## src/rtl/link_pkg.sv

```systemverilog
// link_pkg: PIDs, error codes and sequencer states shared by the USB link tx path
package link_pkg;
    localparam logic [3:0] TOK_IN  = 4'b1001;
    localparam logic [3:0] TOK_OUT = 4'b0001;
    localparam logic [3:0] DATA0   = 4'b0011;
    localparam logic [3:0] DATA1   = 4'b1011;
    localparam logic [3:0] ACK     = 4'b0010;
    localparam logic [3:0] NAK     = 4'b1010;
    localparam logic [3:0] STALL   = 4'b1110;
    typedef enum logic [1:0] {ERR_OK = 2'd0, ERR_NAK = 2'd1, ERR_STALL = 2'd2, ERR_TMO = 2'd3} err_t;
    typedef enum logic [2:0] {IDLE, TOKEN, TURN, DATA_TX, HS_TX, WAIT_HS, WAIT_DATA, DONE} st_t;
endpackage

```

## src/rtl/link_tx_sched_if.sv

```systemverilog
// link_tx_sched_if: request, receive-event and transmitter handshake bundle for link_tx_sched
interface link_tx_sched_if;
    logic       req_valid, req_ready, req_dir;
    logic       rx_pid_en, rx_lt_eop_en, rx_crc_err;
    logic [3:0] rx_pid;
    logic       tok_start, tok_done, dat_start, dat_done, hs_start, hs_done;
    logic [3:0] tok_pid, dat_pid, hs_pid;
    logic       tx_oe, xfer_done;
    logic [1:0] err_code;
    modport master (
        input  req_valid, req_dir, rx_pid_en, rx_pid, rx_lt_eop_en, rx_crc_err, tok_done, dat_done, hs_done,
        output req_ready, tok_start, tok_pid, dat_start, dat_pid, hs_start, hs_pid, tx_oe, xfer_done, err_code
    );
    modport slave (
        output req_valid, req_dir, rx_pid_en, rx_pid, rx_lt_eop_en, rx_crc_err, tok_done, dat_done, hs_done,
        input  req_ready, tok_start, tok_pid, dat_start, dat_pid, hs_start, hs_pid, tx_oe, xfer_done, err_code
    );
endinterface

```

## src/rtl/link_tx_timer.sv

```systemverilog
// link_tx_timer: turnaround and wait-state timeout counters, each cleared whenever its state is left
module link_tx_timer #(
    parameter int TO_W  = 16,
    parameter int DLY_W = 6
) (
    input  logic             clk,
    input  logic             rst,
    input  logic             in_turn,
    input  logic             in_wait,
    input  logic [TO_W-1:0]  time_threshold,
    input  logic [DLY_W-1:0] delay_threshold,
    output logic             turn_done,
    output logic             timeout
);
    logic [DLY_W-1:0] dcnt;
    logic [TO_W-1:0]  tcnt;
    always_ff @(posedge clk) begin
        if (rst) begin
            dcnt <= '0;
            tcnt <= '0;
        end else begin
            dcnt <= in_turn ? dcnt + DLY_W'(1) : '0;
            tcnt <= in_wait ? tcnt + TO_W'(1) : '0;
        end
    end
    assign turn_done = in_turn && dcnt == delay_threshold;
    // the wait cycle in which tcnt+1 reaches the threshold is the last one spent waiting
    assign timeout = in_wait && ({1'b0, tcnt} + (TO_W + 1)'(1) == {1'b0, time_threshold});
endmodule

```

## src/rtl/link_tx_sched.sv

```systemverilog
// link_tx_sched: USB link-layer tx sequencer for master and slave roles
// Define LINK_TX_RETRY_EN to let a master re-issue its token after NAK/timeout up to MAX_RETRY times.
module link_tx_sched
    import link_pkg::*;
#(
    parameter int TO_W      = 16,
    parameter int DLY_W     = 6,
    parameter int MAX_RETRY = 3
) (
    input  logic             clk,
    input  logic             rst,
    input  logic             ms,
    input  logic [TO_W-1:0]  time_threshold,
    input  logic [DLY_W-1:0] delay_threshold,
    input  logic             slv_data_avail,
    link_tx_sched_if.master  bus
);
    localparam int RW = $clog2(MAX_RETRY + 2);
`ifdef LINK_TX_RETRY_EN
    localparam int RETRY_LIM = MAX_RETRY;
`else
    localparam int RETRY_LIM = 0;
`endif
    st_t state, state_n;
    err_t err, err_n;
    logic dir, hs_nak, nak_n, flip, retry_inc, retry_ok, turn_done, timeout;
    logic tgl_in, tgl_out;
    logic [RW-1:0] retry;
    logic rx_ack, rx_nak, rx_stall;
    assign rx_ack   = bus.rx_pid_en && bus.rx_pid == ACK;
    assign rx_nak   = bus.rx_pid_en && bus.rx_pid == NAK;
    assign rx_stall = bus.rx_pid_en && bus.rx_pid == STALL;
    assign retry_ok = ms && int'(retry) < RETRY_LIM;
    link_tx_timer #(.TO_W(TO_W), .DLY_W(DLY_W)) timer (
        .clk(clk),
        .rst(rst),
        .in_turn(state == TURN),
        .in_wait(state == WAIT_HS || state == WAIT_DATA),
        .time_threshold(time_threshold),
        .delay_threshold(delay_threshold),
        .turn_done(turn_done),
        .timeout(timeout)
    );
    always_comb begin
        state_n   = state;
        err_n     = err;
        nak_n     = hs_nak;
        flip      = 1'b0;
        retry_inc = 1'b0;
        case (state)
            IDLE: begin
                nak_n = 1'b0;
                if (ms && bus.req_valid) state_n = TOKEN;
                else if (!ms && bus.rx_pid_en && bus.rx_pid == TOK_IN) state_n = TURN;
                else if (!ms && bus.rx_pid_en && bus.rx_pid == TOK_OUT) state_n = WAIT_DATA;
            end
            TOKEN: if (bus.tok_done) state_n = dir ? WAIT_DATA : DATA_TX;
            TURN: if (turn_done) begin
                state_n = (!ms && dir && slv_data_avail) ? DATA_TX : HS_TX;
                nak_n   = hs_nak || (!ms && dir && !slv_data_avail);
            end
            DATA_TX: if (bus.dat_done) state_n = WAIT_HS;
            HS_TX: if (bus.hs_done) begin
                state_n = DONE;
                err_n   = hs_nak ? ERR_NAK : ERR_OK;
                flip    = !hs_nak;
            end
            WAIT_HS: begin
                if (rx_ack) begin
                    state_n = DONE;
                    err_n   = ERR_OK;
                    flip    = 1'b1;
                end else if (rx_stall) begin
                    state_n = DONE;
                    err_n   = ERR_STALL;
                end else if (rx_nak || timeout) begin
                    state_n   = retry_ok ? TOKEN : DONE;
                    err_n     = rx_nak ? ERR_NAK : ERR_TMO;
                    retry_inc = retry_ok;
                end
            end
            WAIT_DATA: begin
                // a corrupt IN payload gets no handshake from a master; a slave answers it with NAK
                if (bus.rx_lt_eop_en) begin
                    state_n = (ms && bus.rx_crc_err) ? DONE : TURN;
                    err_n   = (ms && bus.rx_crc_err) ? ERR_TMO : err;
                    nak_n   = bus.rx_crc_err;
                end else if (timeout) begin
                    state_n   = retry_ok ? TOKEN : DONE;
                    err_n     = ERR_TMO;
                    retry_inc = retry_ok;
                end
            end
            DONE: state_n = IDLE;
            default: state_n = IDLE;
        endcase
    end
    always_ff @(posedge clk) begin
        if (rst) state <= IDLE;
        else state <= state_n;
    end
    always_ff @(posedge clk) begin
        if (rst) begin
            err           <= ERR_OK;
            hs_nak        <= 1'b0;
            dir           <= 1'b0;
            tgl_in        <= 1'b0;
            tgl_out       <= 1'b0;
            retry         <= '0;
            bus.tok_start <= 1'b0;
            bus.dat_start <= 1'b0;
            bus.hs_start  <= 1'b0;
            bus.xfer_done <= 1'b0;
        end else begin
            err           <= err_n;
            hs_nak        <= nak_n;
            if (state == IDLE) dir <= ms ? bus.req_dir : bus.rx_pid == TOK_IN;
            tgl_in        <= tgl_in ^ (flip && dir);
            tgl_out       <= tgl_out ^ (flip && !dir);
            retry         <= (state == IDLE) ? '0 : retry + RW'(retry_inc);
            bus.tok_start <= state_n == TOKEN && state != TOKEN;
            bus.dat_start <= state_n == DATA_TX && state != DATA_TX;
            bus.hs_start  <= state_n == HS_TX && state != HS_TX;
            bus.xfer_done <= state_n == DONE;
        end
    end
    assign bus.req_ready = ms && state == IDLE;
    assign bus.tok_pid   = dir ? TOK_IN : TOK_OUT;
    assign bus.dat_pid   = (dir ? tgl_in : tgl_out) ? DATA1 : DATA0;
    assign bus.hs_pid    = hs_nak ? NAK : ACK;
    assign bus.tx_oe     = state inside {TOKEN, DATA_TX, HS_TX};
    assign bus.err_code  = err;
endmodule

```

## src/flat_wrapper.sv

```systemverilog
// flat-port wrapper written by rule: the top's interface ports become plain ports
module link_tx_sched_flat import link_pkg::*;
#(
    parameter int TO_W      = 16,
    parameter int DLY_W     = 6,
    parameter int MAX_RETRY = 3
)
  (clk, rst, ms, time_threshold, delay_threshold, slv_data_avail, bus_req_valid, bus_req_dir, bus_rx_pid_en, bus_rx_pid, bus_rx_lt_eop_en, bus_rx_crc_err, bus_tok_done, bus_dat_done, bus_hs_done, bus_req_ready, bus_tok_start, bus_tok_pid, bus_dat_start, bus_dat_pid, bus_hs_start, bus_hs_pid, bus_tx_oe, bus_xfer_done, bus_err_code);
  link_tx_sched_if bus_i ();
  input  logic clk;
  input  logic rst;
  input  logic ms;
  input  logic [TO_W-1:0] time_threshold;
  input  logic [DLY_W-1:0] delay_threshold;
  input  logic slv_data_avail;
  input wire logic [$bits(bus_i.req_valid)-1:0] bus_req_valid;
  input wire logic [$bits(bus_i.req_dir)-1:0] bus_req_dir;
  input wire logic [$bits(bus_i.rx_pid_en)-1:0] bus_rx_pid_en;
  input wire logic [$bits(bus_i.rx_pid)-1:0] bus_rx_pid;
  input wire logic [$bits(bus_i.rx_lt_eop_en)-1:0] bus_rx_lt_eop_en;
  input wire logic [$bits(bus_i.rx_crc_err)-1:0] bus_rx_crc_err;
  input wire logic [$bits(bus_i.tok_done)-1:0] bus_tok_done;
  input wire logic [$bits(bus_i.dat_done)-1:0] bus_dat_done;
  input wire logic [$bits(bus_i.hs_done)-1:0] bus_hs_done;
  output wire logic [$bits(bus_i.req_ready)-1:0] bus_req_ready;
  output wire logic [$bits(bus_i.tok_start)-1:0] bus_tok_start;
  output wire logic [$bits(bus_i.tok_pid)-1:0] bus_tok_pid;
  output wire logic [$bits(bus_i.dat_start)-1:0] bus_dat_start;
  output wire logic [$bits(bus_i.dat_pid)-1:0] bus_dat_pid;
  output wire logic [$bits(bus_i.hs_start)-1:0] bus_hs_start;
  output wire logic [$bits(bus_i.hs_pid)-1:0] bus_hs_pid;
  output wire logic [$bits(bus_i.tx_oe)-1:0] bus_tx_oe;
  output wire logic [$bits(bus_i.xfer_done)-1:0] bus_xfer_done;
  output wire logic [$bits(bus_i.err_code)-1:0] bus_err_code;
  assign bus_i.req_valid = bus_req_valid;
  assign bus_i.req_dir = bus_req_dir;
  assign bus_i.rx_pid_en = bus_rx_pid_en;
  assign bus_i.rx_pid = bus_rx_pid;
  assign bus_i.rx_lt_eop_en = bus_rx_lt_eop_en;
  assign bus_i.rx_crc_err = bus_rx_crc_err;
  assign bus_i.tok_done = bus_tok_done;
  assign bus_i.dat_done = bus_dat_done;
  assign bus_i.hs_done = bus_hs_done;
  assign bus_req_ready = bus_i.req_ready;
  assign bus_tok_start = bus_i.tok_start;
  assign bus_tok_pid = bus_i.tok_pid;
  assign bus_dat_start = bus_i.dat_start;
  assign bus_dat_pid = bus_i.dat_pid;
  assign bus_hs_start = bus_i.hs_start;
  assign bus_hs_pid = bus_i.hs_pid;
  assign bus_tx_oe = bus_i.tx_oe;
  assign bus_xfer_done = bus_i.xfer_done;
  assign bus_err_code = bus_i.err_code;
  link_tx_sched #(.TO_W(TO_W), .DLY_W(DLY_W), .MAX_RETRY(MAX_RETRY)) u_core (.clk(clk), .rst(rst), .ms(ms), .time_threshold(time_threshold), .delay_threshold(delay_threshold), .slv_data_avail(slv_data_avail), .bus(bus_i));
endmodule
```

## config.mk

```make
export PLATFORM = sky130hd
export DESIGN_NAME = link_tx_sched_flat
export DESIGN_NICKNAME = d
export VERILOG_FILES = /design/src/rtl/link_pkg.sv /design/src/rtl/link_tx_sched_if.sv /design/src/rtl/link_tx_timer.sv /design/src/rtl/link_tx_sched.sv /design/src/flat_wrapper.sv
export SDC_FILE = /design/constraint.sdc
export NUM_CORES = 1
export LEC_CHECK = 0
export ABC_AREA = 1
export BUFFER_PORTS_ARGS = -buffer_cell sky130_fd_sc_hd__buf_4
export CAP_MARGIN = 10
export CORE_MARGIN = 2
export CORE_UTILIZATION = 59
export DETAILED_ROUTE_END_ITERATION = 8
export HOLD_SLACK_MARGIN = 0.06
export PLACE_DENSITY = 0.86
export SKIP_LAST_GASP = 1
export SLEW_MARGIN = 10
export SYNTH_ARGS = -nofsm -noshare
export SYNTH_HDL_FRONTEND = slang
export SYNTH_HIERARCHICAL = 1
export SYNTH_SLANG_ARGS = --single-unit
```

## constraint.sdc

```tcl
create_clock -name clk -period 5.1 [get_ports clk]
set_input_delay 0.765 -clock clk [delete_from_list [all_inputs] [get_ports clk]]
set_output_delay 0.765 -clock clk [all_outputs]
set_load 0.005 [all_outputs]
```

* Word level (Yosys, flattened, before mapping)
Cells that the tools add are included.
** Storage, ports and cells
- Bits in registers :: 35
- Input port bits :: 38
- Output and inout port bits :: 20
- Word-level logic and storage cells :: 117
** Cells by class
- Add/subtract/negate cells :: 3
- Equality and inequality tests :: 27
- Multiplexer cells :: 37
- Bitwise gates (word level) :: 4
- Reduce and logical (&&, ||, !) cells :: 34
** Operator list (count)
- $mux W3 :: 15
- $pmux W3 S8 :: 1
- $logic_and A1 B1 Y1 :: 19
- $eq A3 B3 Y1 const B :: 6
- $add A16 B1 Y17 const B :: 1
- $eq A17 B16 Y1 :: 1
- $add A16 B1 Y16 const B :: 1
- $mux W2 :: 8
- $eq A4 B4 Y1 const B :: 3
- $mux W4 :: 3
- $eq A3 B2 Y1 const B :: 3
- $reduce_bool A3 Y1 :: 3
- $mux W1 :: 7
- $add A6 B1 Y6 const B :: 1
- $eq A3 B1 Y1 const B :: 2
- $eq A6 B6 Y1 :: 1
- $ne A3 B2 Y1 const B :: 2
- $ne A3 B3 Y1 const B :: 2
- $pmux W2 S3 :: 1
- $reduce_and A5 Y1 :: 1
- $eq A4 B1 Y1 const B :: 1
- $eq A4 B2 Y1 const B :: 1
- $logic_not A1 Y1 :: 4
- $ne A2 B2 Y1 const B :: 2
- other kinds (11) :: 16

* Logic depth before layout (Yosys ltp)
Gate-level depths: netlist (run 1).
- Word-level depth :: 10
- Gate-level depth with buffers :: 21
- Mapped depth without buffers :: 21

* Modules after synthesis
The synthesis (run 1) kept the hierarchy.
** By module, submodules not included
- link_tx_timer :: times used 1, cells an instance 244, area each 1519.0 um2
- link_tx_sched :: times used 1, cells an instance 163, area each 1068.5 um2

* Worst setup path after synthesis (run 1)
Ideal clock, no wire load.
- Path type :: register to register
- Start point :: register u_core.timer.tcnt[0]
- End point :: register u_core.err[0] (netlist: u_core/bus.err_code[0])
- Library setup time :: 115 ps
- Data arrival time :: 2014 ps
- Path slack :: 2971 ps
- Cell stages (with the launch flop) :: 17
- Buffers on the path :: 0
- Cell sequence :: dfxtp_1 -> ha_1 -> nand2_1 -> nor2_4 -> nand2_2 -> nor2_4 -> xnor3_1 -> nor2_1 -> nand2_1 -> nor2_1 -> inv_1 -> nand2_1 -> nand2_1 -> o211ai_2 -> nand3_1 -> nand2_1 -> nor2_1
** On the way
- Cells in the longest elaborated chain, start to end :: 6
- Elaborated cells between the ends (all ways) :: 7
** Ends and longest elaborated chain
- from (decl) :: RTL line link_tx_timer.sv:16 : logic [TO_W-1:0] tcnt;
- from (signal assigned) :: RTL line link_tx_timer.sv:23 : tcnt <= in_wait ? tcnt + TO_W'(1) : '0;
- $add A16 B1 Y17 (*) :: RTL line link_tx_timer.sv:28 : assign timeout = in_wait && ({1'b0, tcnt} + (TO_W + 1)'(1) == {1'b0, time_threshold});
- $eq A17 B16 Y1 (*) :: RTL line link_tx_timer.sv:28
- $logic_and A1 B1 Y1 (*) :: RTL line link_tx_timer.sv:28
- net u_core.timeout :: RTL line link_tx_sched.sv:26 : logic dir, hs_nak, nak_n, flip, retry_inc, retry_ok, turn_done, timeout;
- $logic_or A1 B1 Y1 :: RTL line link_tx_sched.sv:76 : end else if (rx_nak || timeout) begin
- $ne A4 B2 Y1 (no source line)
- $reduce_and A5 Y1 (no source line) (*)
- to (signal assigned) :: RTL line link_tx_sched.sv:115 : err <= err_n;
- to (decl) :: RTL line link_tx_sched.sv:25 : err_t err, err_n;
The timed path passes the listed nets; every way through them passes the cells marked *.
A chain may end at the register's enable or synchronous reset.

* Worst setup path in the final report (run 1)
- Start point :: register u_core.state[2]
- End point :: register u_core.err[1] (netlist: u_core/bus.err_code[1])
** On the way
- Cells in the longest elaborated chain, start to end :: 6
- Elaborated cells between the ends (all ways) :: 13
** Ends and longest elaborated chain
- from (decl) :: RTL line link_tx_sched.sv:24 : st_t state, state_n;
- from (signal assigned) :: RTL line link_tx_sched.sv:100 : else state <= state_n;
- $eq A3 B3 Y1 :: RTL line link_tx_sched.sv:38 : .in_wait(state == WAIT_HS || state == WAIT_DATA),
- $logic_or A1 B1 Y1 (*) :: RTL line link_tx_sched.sv:38
- $logic_and A1 B1 Y1 (*) :: RTL line link_tx_timer.sv:28
- net u_core.timeout :: RTL line link_tx_sched.sv:26
- $logic_or A1 B1 Y1 :: RTL line link_tx_sched.sv:76
- $ne A4 B2 Y1 (no source line)
- $reduce_and A5 Y1 (no source line) (*)
Marked as above.

==> results of run 1 <==
[power by group through the flow]
stage	Clock [mW]	Combinational [mW]	Sequential, mW
detailed placement	0	0.268	0.341
CTS	0.275	0.270	0.335
finish	0.267	0.274	0.336
global route	0.281	0.305	0.340
global placement	0	0.266	0.342
floorplan	0	0.203	0.326
[worst paths after layout]
| check | startpoint | slack (ps) | to | depth (start not counted) |
|---|---|---|---|---|
| worst max register to register | u_core/state[2] | 2620 | u_core/bus.err_code[1] | 19 |
| worst min-delay path | u_core/timer/dcnt[0] | 480 | u_core/timer/dcnt[0] | 1 |
| worst max-delay path | u_core/state[2] | 2620 | u_core/bus.err_code[1] | 19 |
| worst min register to register | u_core/timer/dcnt[0] | 480 | u_core/timer/dcnt[0] | 1 |
[Yosys cell counts, types with 2 or more instances]
master	number	area share, %
xnor3_1	2	1.7
xor2_1	2	0.68
nor2_2	4	0.97
ha_1	2	0.97
nor2_1	67	9.7
dfxtp_1	35	27
o221ai_1	2	0.68
nand3b_1	3	0.87
nand3_2	3	1.2
nor2_4	5	2.2
a31oi_1	2	0.48
nand2_4	2	0.87
nor4_1	2	0.48
nor3_1	2	0.39
nand3_1	39	7.5
inv_1	52	7.5
o21ai_0	9	1.7
nand4_1	7	1.7
inv_4	2	0.48
conb_1	2	0.29
nand2_1	107	16
xnor2_1	3	1.0
a21oi_1	15	2.9
nand2_2	2	0.48
inv_2	4	0.58
buf_4	11	3.2
nor2_8	2	1.5
[registers in the layout, summed over array words and instances, names as in the netlist]
| signal | flops |
|---|---|
| u_core/bus.dat_start | 1 |
| u_core/bus.xfer_done | 1 |
| u_core/bus.tok_start | 1 |
| u_core/tgl_in | 1 |
| u_core/tgl_out | 1 |
| u_core/bus.err_code | 2 |
| u_core/bus.hs_start | 1 |
| u_core/timer/dcnt | 6 |
| u_core/hs_nak | 1 |
| u_core/state | 3 |
| u_core/dir | 1 |
| u_core/timer/tcnt | 16 |
[placed cells by master (no fill, tap or decap), types with 2 or more instances in the layout]
cell type,netlist,layout
nor2_2,4,4
nand4_1,7,7
inv_2,4,4
inv_1,52,52
nand3_1,39,39
inv_4,2,2
a21oi_1,15,15
xnor2_1,3,3
xnor3_1,2,2
o221ai_1,2,2
xor2_1,2,2
dfxtp_1,35,35
o21ai_0,9,9
conb_1,2,9
nor2_1,67,67
nor2_4,5,5
nand3b_1,3,3
nor2_8,2,2
nand2_2,2,2
a31oi_1,2,2
nand2_4,2,2
nand3_2,3,3
nor3_1,2,2
ha_1,2,2
buf_4,11,48
nand2_1,107,107
clkbuf_8,0,6
nor4_1,2,2
[logic make-up (layout without fill, tap and decap cells)]
group	after synthesis	in the layout	share of synthesized area [%]
buffers and inverters	75	116	13.2
other	2	9	0.290
xor gates and xnor gates	8	8	4.35
and+or+nand+nor	248	248	45.3
adders and majority gates	2	2	0.967
AOI/OAI and AO/OA	37	37	8.85
DFF	35	35	27.1
[final cells by class]
cell class                      instances  area [um^2]  area share, %
Sequential cell                        35          701           23.0
Inverter                               60          235           7.71
Timing Repair Buffer                   48          360           11.8
Tap cell                               52         65.1           2.13
Multi-Input combinational cell        304         1570           51.5
Clock buffer                            6         82.6           2.71
Clock inverter                          2         35.0           1.15
[worst reg2reg max path, stage by stage, from the launching register on]
cell,delay (ps)
dfxtp_1,620
nand2_8,120
nor2_8,150
inv_6,60
nand2_1,80
nand3_1,80
nor2_1,90
nand2_1,60
nor2_1,80
nand3_1,80
nor2_1,110
nand3_1,100
nor2_1,150
inv_1,60
nand2_1,60
nand2_1,70
o211ai_2,230
nand3_1,100
nand2_1,70
nor2_1,40
[metal layers]
layer / track usage [%] / vias up / share of wire (%)
li1: - / 1363 / -
met1: 30.8 / 1177 / 44
met2: 46.4 / 62 / 51
met3: 4.33 / 8 / 4.0
met4: 7.26 / 0 / 1.4
met5: 0 / - / 0
[metrics by stage]
stage	hold slack (ps)	power [mW]
6_report	484	0.876
5_1_grt	512	0.925
4_1_cts	487	0.880
3_5_place_dp	469	0.609
3_3_place_gp	461	0.608
2_1_floorplan	440	0.529
==> flow_summary.yaml, run 1 <==
clock_tree:
  ctsHoldBuffers: 0
  post_cts.repair.setup_buffers: 0
  cts_sinks: 35
  numCtsBuffers: 5
  clk_latency_ps: 290
  cts_root_buf: "clkbuf_8"
  htreeDepth: 2
  cts_tree: "done"
  ctsResizeCount: 0
  cts_buffer_depth: 2
  path_clk_slew_ps: 80
floorplanning:
  core.rowCount: 24
  initial_core_util_pct: 60.3
  ios: 58
  dieArea_mm2: 0.00493
  die_h_um: 70.2
  die_x_um: 70.2
  fp.coreArea_mm2: 0.00429
sta:
  max-slew-margin-rel_pct: 59.7
  final.setup.worst_slack_ps: 2620
  setup_viol: 0
  max_freq_mhz: 403
  final_max_slew_viol_count: 0
  min_period_ps: 2480
  rsz0062_at_grt: "false"
  tightest_slew_ps: 604
  hold_violations: 0
  finClkSkew_ps: 5.87
  period_share_pct: 48.6
  fin_tns_setup_ps: 0
synth:
  synth_edf_count: 0
  ys_warn_count: 6
  async_flop_share_pct: 0
  netlist_area_mm2: 0.00259
  ys_seq_area_share_pct: 27.1
  netlist_instances: 407
  synth_cell_types: 46
  avgSynthCellArea_um2: 6.36
  synth-seq-cells: 35
  synth_flop_cell: "dfxtp_1"
power:
  power.switching_mw: 0.307
  power_frac_clock_pct: 30.4
  p_per_area_mw_per_mm2: 287
  ir_drop_uv: 199
  cellInternalPower_mw: 0.569
  p_seq_share_pct: 38.3
  p_comb_share_pct: 31.3
  switching_share_pct: 35.1
  p_leak_nw: 1.43
run:
  max_cap_violations: 0
global_route:
  grt_first_pass_wirelength_um: 10300
  gr-total-overflow: 0
  grt_pass1_vias: 2403
  antenna_found_initial: 0
  grtUsageTotal_pct: 25.6
  grt_max_degree: 17
detailed_routing:
  drtIter0Drc: 187
  drc: 0
  ant_nets: 0
  dr_total_vias: 2610
  totalWireLength_um: 6030
  viasPerCell: 5.15
  routedWlPerCell_um: 11.9
  drtPass1Iterations: 4
layout:
  instances_no_fill: 507
  layout-drive-gt1-share_pct: 19.3
  final_nets: 494
  postLayoutCellArea_mm2: 0.00305
  antenna_cells: 0
  post-route-util_pct: 71.0
  syn2layout_area_growth_pct: 17.9
  fillers: 389
worst_setup_path:
  cpPeakStageDelay_ps: 620
  critPathRequiredTime_ps: 5290
  startpoint_type: "flop"
  critical_path_class: "reg -> reg"
  slowest_stage: "dfxtp_1"
  endpoint_kind: "flop"
  crit_chain: "nand2_8 -> nor2_8 -> inv_6 -> nand2_1 -> nand3_1 -> nor2_1 -> nand2_1 -> nor2_1 -> nand3_1 -> nor2_1 -> nand3_1 -> nor2_1 -> inv_1 -> nand2_1 -> nand2_1 -> o211ai_2 -> nand3_1 -> nand2_1 -> nor2_1"
  cp_max_fo: 8
  crit_family: "simple AND/OR/NAND/NOR gates"
  cp.arrival_ps: 2670
  critPathBufInv: 2
placement:
  preCtsSetupSlack_ps: 2650
  place.port_buffers: 48
  placed_cell_area_mm2: 0.00293
  gp_congestion: 0.895
  dp.cells: 499
  hpwlAfterDp_um: 4620
run_status:
  status: "finished, final reports clean"
min_path:
  hold_class: "reg -> reg"
(Power assumes the default switching activity.)
==> run 2, diff against run 1 <==
ABC_AREA = 0   (was 1)
CORE_UTILIZATION = 54   (was 59)
PLACE_DENSITY = 0.8   (was 0.86)
clock period = 2.4 ns   (was 5.1 ns; I/O delays follow)
==> run 2 against run 1 <==
The run now ends with setup timing left. Die area up 1.9%. Non-clock buffer count up 63. Sequential cell count unchanged. Global-route usage up 2.4 points. Clock power up 76%. Setup slack worse by 3500 ps. Worst hold slack worse by 120 ps. Utilization up 7.4 points. Maximum frequency down 24%. Critical path type unchanged. Critical endpoint is now u_core/bus.tok_start. Highest routed layer unchanged.
==> flow_summary.yaml, run 2 <==
sta:
  max_freq_mhz: 308
  finClkSkew_ps: 4.40
  tightest_slew_ps: 691
  rsz0062_at_grt: "true"
  whs_ps: 366
  period_share_pct: 135
  min_period_ps: 3250
  fin_tns_setup_ps: -5110
  max-slew-margin-rel_pct: 53.9
  setup_viol: 8
  hold_violations: 0
  final_max_slew_viol_count: 0
  final.setup.worst_slack_ps: -845
floorplanning:
  dieArea_mm2: 0.00503
  die_h_um: 70.9
  core.rowCount: 24
  initial_core_util_pct: 55.9
  ios: 58
  fp.coreArea_mm2: 0.00432
  die_x_um: 70.9
worst_setup_path:
  cp.arrival_ps: 3450
  rr_worst_depth: 14
  crit_end: "u_core/bus.tok_start"
  critPathRequiredTime_ps: 2610
  startpoint_type: "flop"
  cp_max_fo: 5
  rr_startpoint: "u_core/timer/tcnt[1]"
  r2r-end: "u_core/bus.tok_start"
  endpoint_kind: "flop"
  cp-startpoint: "u_core/timer/tcnt[1]"
  critical_path_class: "reg -> reg"
  worst-r2r-setup-slack_ps: -850
clock_tree:
  clk_latency_ps: 280
  cts_buffer_depth: 2
  htreeDepth: 2
  numCtsBuffers: 5
  cts_tree: "done"
  path_clk_slew_ps: 70
  cts_sinks: 35
  ctsHoldBuffers: 0
  cts_root_buf: "clkbuf_8"
detailed_routing:
  routedWlPerCell_um: 15.5
  dr_total_vias: 2553
  drc: 0
  totalWireLength_um: 6950
  viasPerCell: 5.69
  drtPass1Iterations: 5
  ant_nets: 0
  drtIter0Drc: 262
placement:
  hpwlAfterDp_um: 5000
  gp_congestion: 0.936
  place.port_buffers: 48
power:
  ir_drop_uv: 373
  p_per_area_mw_per_mm2: 460
  p_leak_nw: 1.37
layout:
  seqCellArea_um2: 719
  reg_top3: "u_core/timer/tcnt (16), u_core/timer/dcnt (6), u_core/state (3)"
  antenna_cells: 0
  final_nets: 436
  layout_commonest_cell: "buf_4"
  largest_reg_flops: 16
  largest_register: "u_core/timer/tcnt"
  syn2layout_area_growth_pct: 40.3
  layout_common_cells: "108 x buf_4, 33 x nor2_1, 28 x xnor2_1, 28 x dfxtp_1, 21 x nand2_1"
  multi_input_area_mm2: 0.00163
  layout-drive-gt1-share_pct: 38.8
  fillers: 289
synth:
  ys_seq_area_share_pct: 29.0
  netlist_area_mm2: 0.00242
  yosysMostFrequentCell: "dfxtp_1"
  synth_common_cells: "35 x dfxtp_1, 33 x nor2_1, 28 x xnor2_1"
  synth.area.top_cells: "dfxtp_1 29%, xnor2_1 10%, xor2_1 6.9%"
  ys_warn_count: 6
  synth-seq-cells: 35
  synth_flop_cell: "dfxtp_1"
  async_flop_share_pct: 0
  synth_edf_count: 0
  netlist.area_leader.share_pct: 29.0
  synth_cell_types: 58
  avgSynthCellArea_um2: 8.11
  netlist_instances: 298
  synth_area_leader_cell: "dfxtp_1"
global_route:
  antenna_found_initial: 0
  gr-total-overflow: 0
  grtUsageTotal_pct: 28.0
  grt_max_degree: 17
  grt_first_pass_wirelength_um: 11200
  grt_pass1_vias: 2362
run_status:
  violations: "setup timing"
  status: "finished with violations"
run:
  max_cap_violations: 0
min_path:
  hold_class: "in -> reg"
[run 2: cell count changes in the layout (fill, tap and decap cells not counted), sizes merged, moves of 7 or more]
cell    delta
a21oi      -7
nand3     -30
buf       +63
nor2      -45
xnor2     +25
nand2     -90
xor2      +17
inv       -49
nand2b    +10
[run 2: cell type report]
type / count / share of cell area (%)
clock buffers: 8 / 2.95
flip-flops and latches: 35 / 21.2
inverters: 10 / 1.11
well taps: 52 / 1.92
multi-input cells: 233 / 47.9
repair buffers: 111 / 24.9
[run 2: how the worst min path moves through the flow]
| stage | start | to | cells past startpoint |
|---|---|---|---|
| floorplan | u_core/timer/dcnt[0] | u_core/timer/dcnt[0] | 1 |
| global placement | u_core/timer/dcnt[0] | u_core/timer/dcnt[0] | 1 |
| detailed placement | u_core/timer/dcnt[0] | u_core/timer/dcnt[0] | 1 |
| CTS | rst | u_core/state[0] | 2 |
| global route | rst | u_core/state[1] | 2 |
| finish | rst | u_core/state[1] | 2 |
[run 2: worst max-delay path, cell delays in order (launching register included)]
cell	delay [ps]
dfxtp_4	380
ha_4	150
nand2_2	60
buf_6	130
nor3_4	190
xnor2_1	150
o2111ai_1	120
or4_4	510
nor4_4	240
nor2_1	110
nor3_2	220
a2bb2oi_2	110
a22oi_2	180
or3b_4	410
a211oi_2	200
[run 2: logic make-up after synthesis]
| group | count (synthesis) | share of synthesized area (%) |
|---|---|---|
| XOR/XNOR | 47 | 17.0 |
| adder cells (fa/ha/maj) | 2 | 1.04 |
| other | 2 | 0.311 |
| AND/OR/NAND/NOR | 129 | 29.4 |
| flip-flops | 35 | 29.0 |
| AO/OA/AOI/OAI | 43 | 12.5 |
| multiplexers | 3 | 1.29 |
| buffers and inverters | 37 | 9.47 |
[run 2: layer usage]
| metal | wire [um] | track usage, % | vias up | share of wire (%) |
|---|---|---|---|---|
| met5 | 0 | 0 | - | 0 |
| met4 | 240 | 9.85 | 0 | 3.5 |
| met3 | 554 | 5.70 | 30 | 8.0 |
| met2 | 3390 | 47.4 | 140 | 49 |
| met1 | 2760 | 35.4 | 1171 | 40 |
| li1 | - | - | 1212 | - |
[run 2: report_power, final]
part,total [mW],switching (mW),internal [mW]
combinational,0.476,0.237,0.239
clock,0.469,0.207,0.262
sequential,0.616,0.0168,0.600
total,1.56,0.461,1.10
[run 2: what timing repair did]
| item | 4_1_cts | 5_1_grt |
|---|---|---|
| pin swaps | 5 | 5 |
| resized for setup | 22 | 9 |
| buffers inserted | 4 | 1 |
| hold endpoints to repair | 0 | 0 |
| setup endpoints to repair | 8 | 9 |
[run 2: stage by stage]
step / utilization (%) / cells / area (um^2) / total power, mW / worst slack [ps]
2_1_floorplan: - / 305 / 2480 / 0.859 / -563
3_3_place_gp: 73.1 / 438 / 3160 / 1.04 / -605
3_5_place_dp: 73.1 / 438 / 3160 / 1.05 / -723
4_1_cts: 77.9 / 450 / 3370 / 1.57 / -647
5_1_grt: 78.4 / 449 / 3390 / 1.64 / -999
6_report: 78.4 / 449 / 3390 / 1.56 / -845
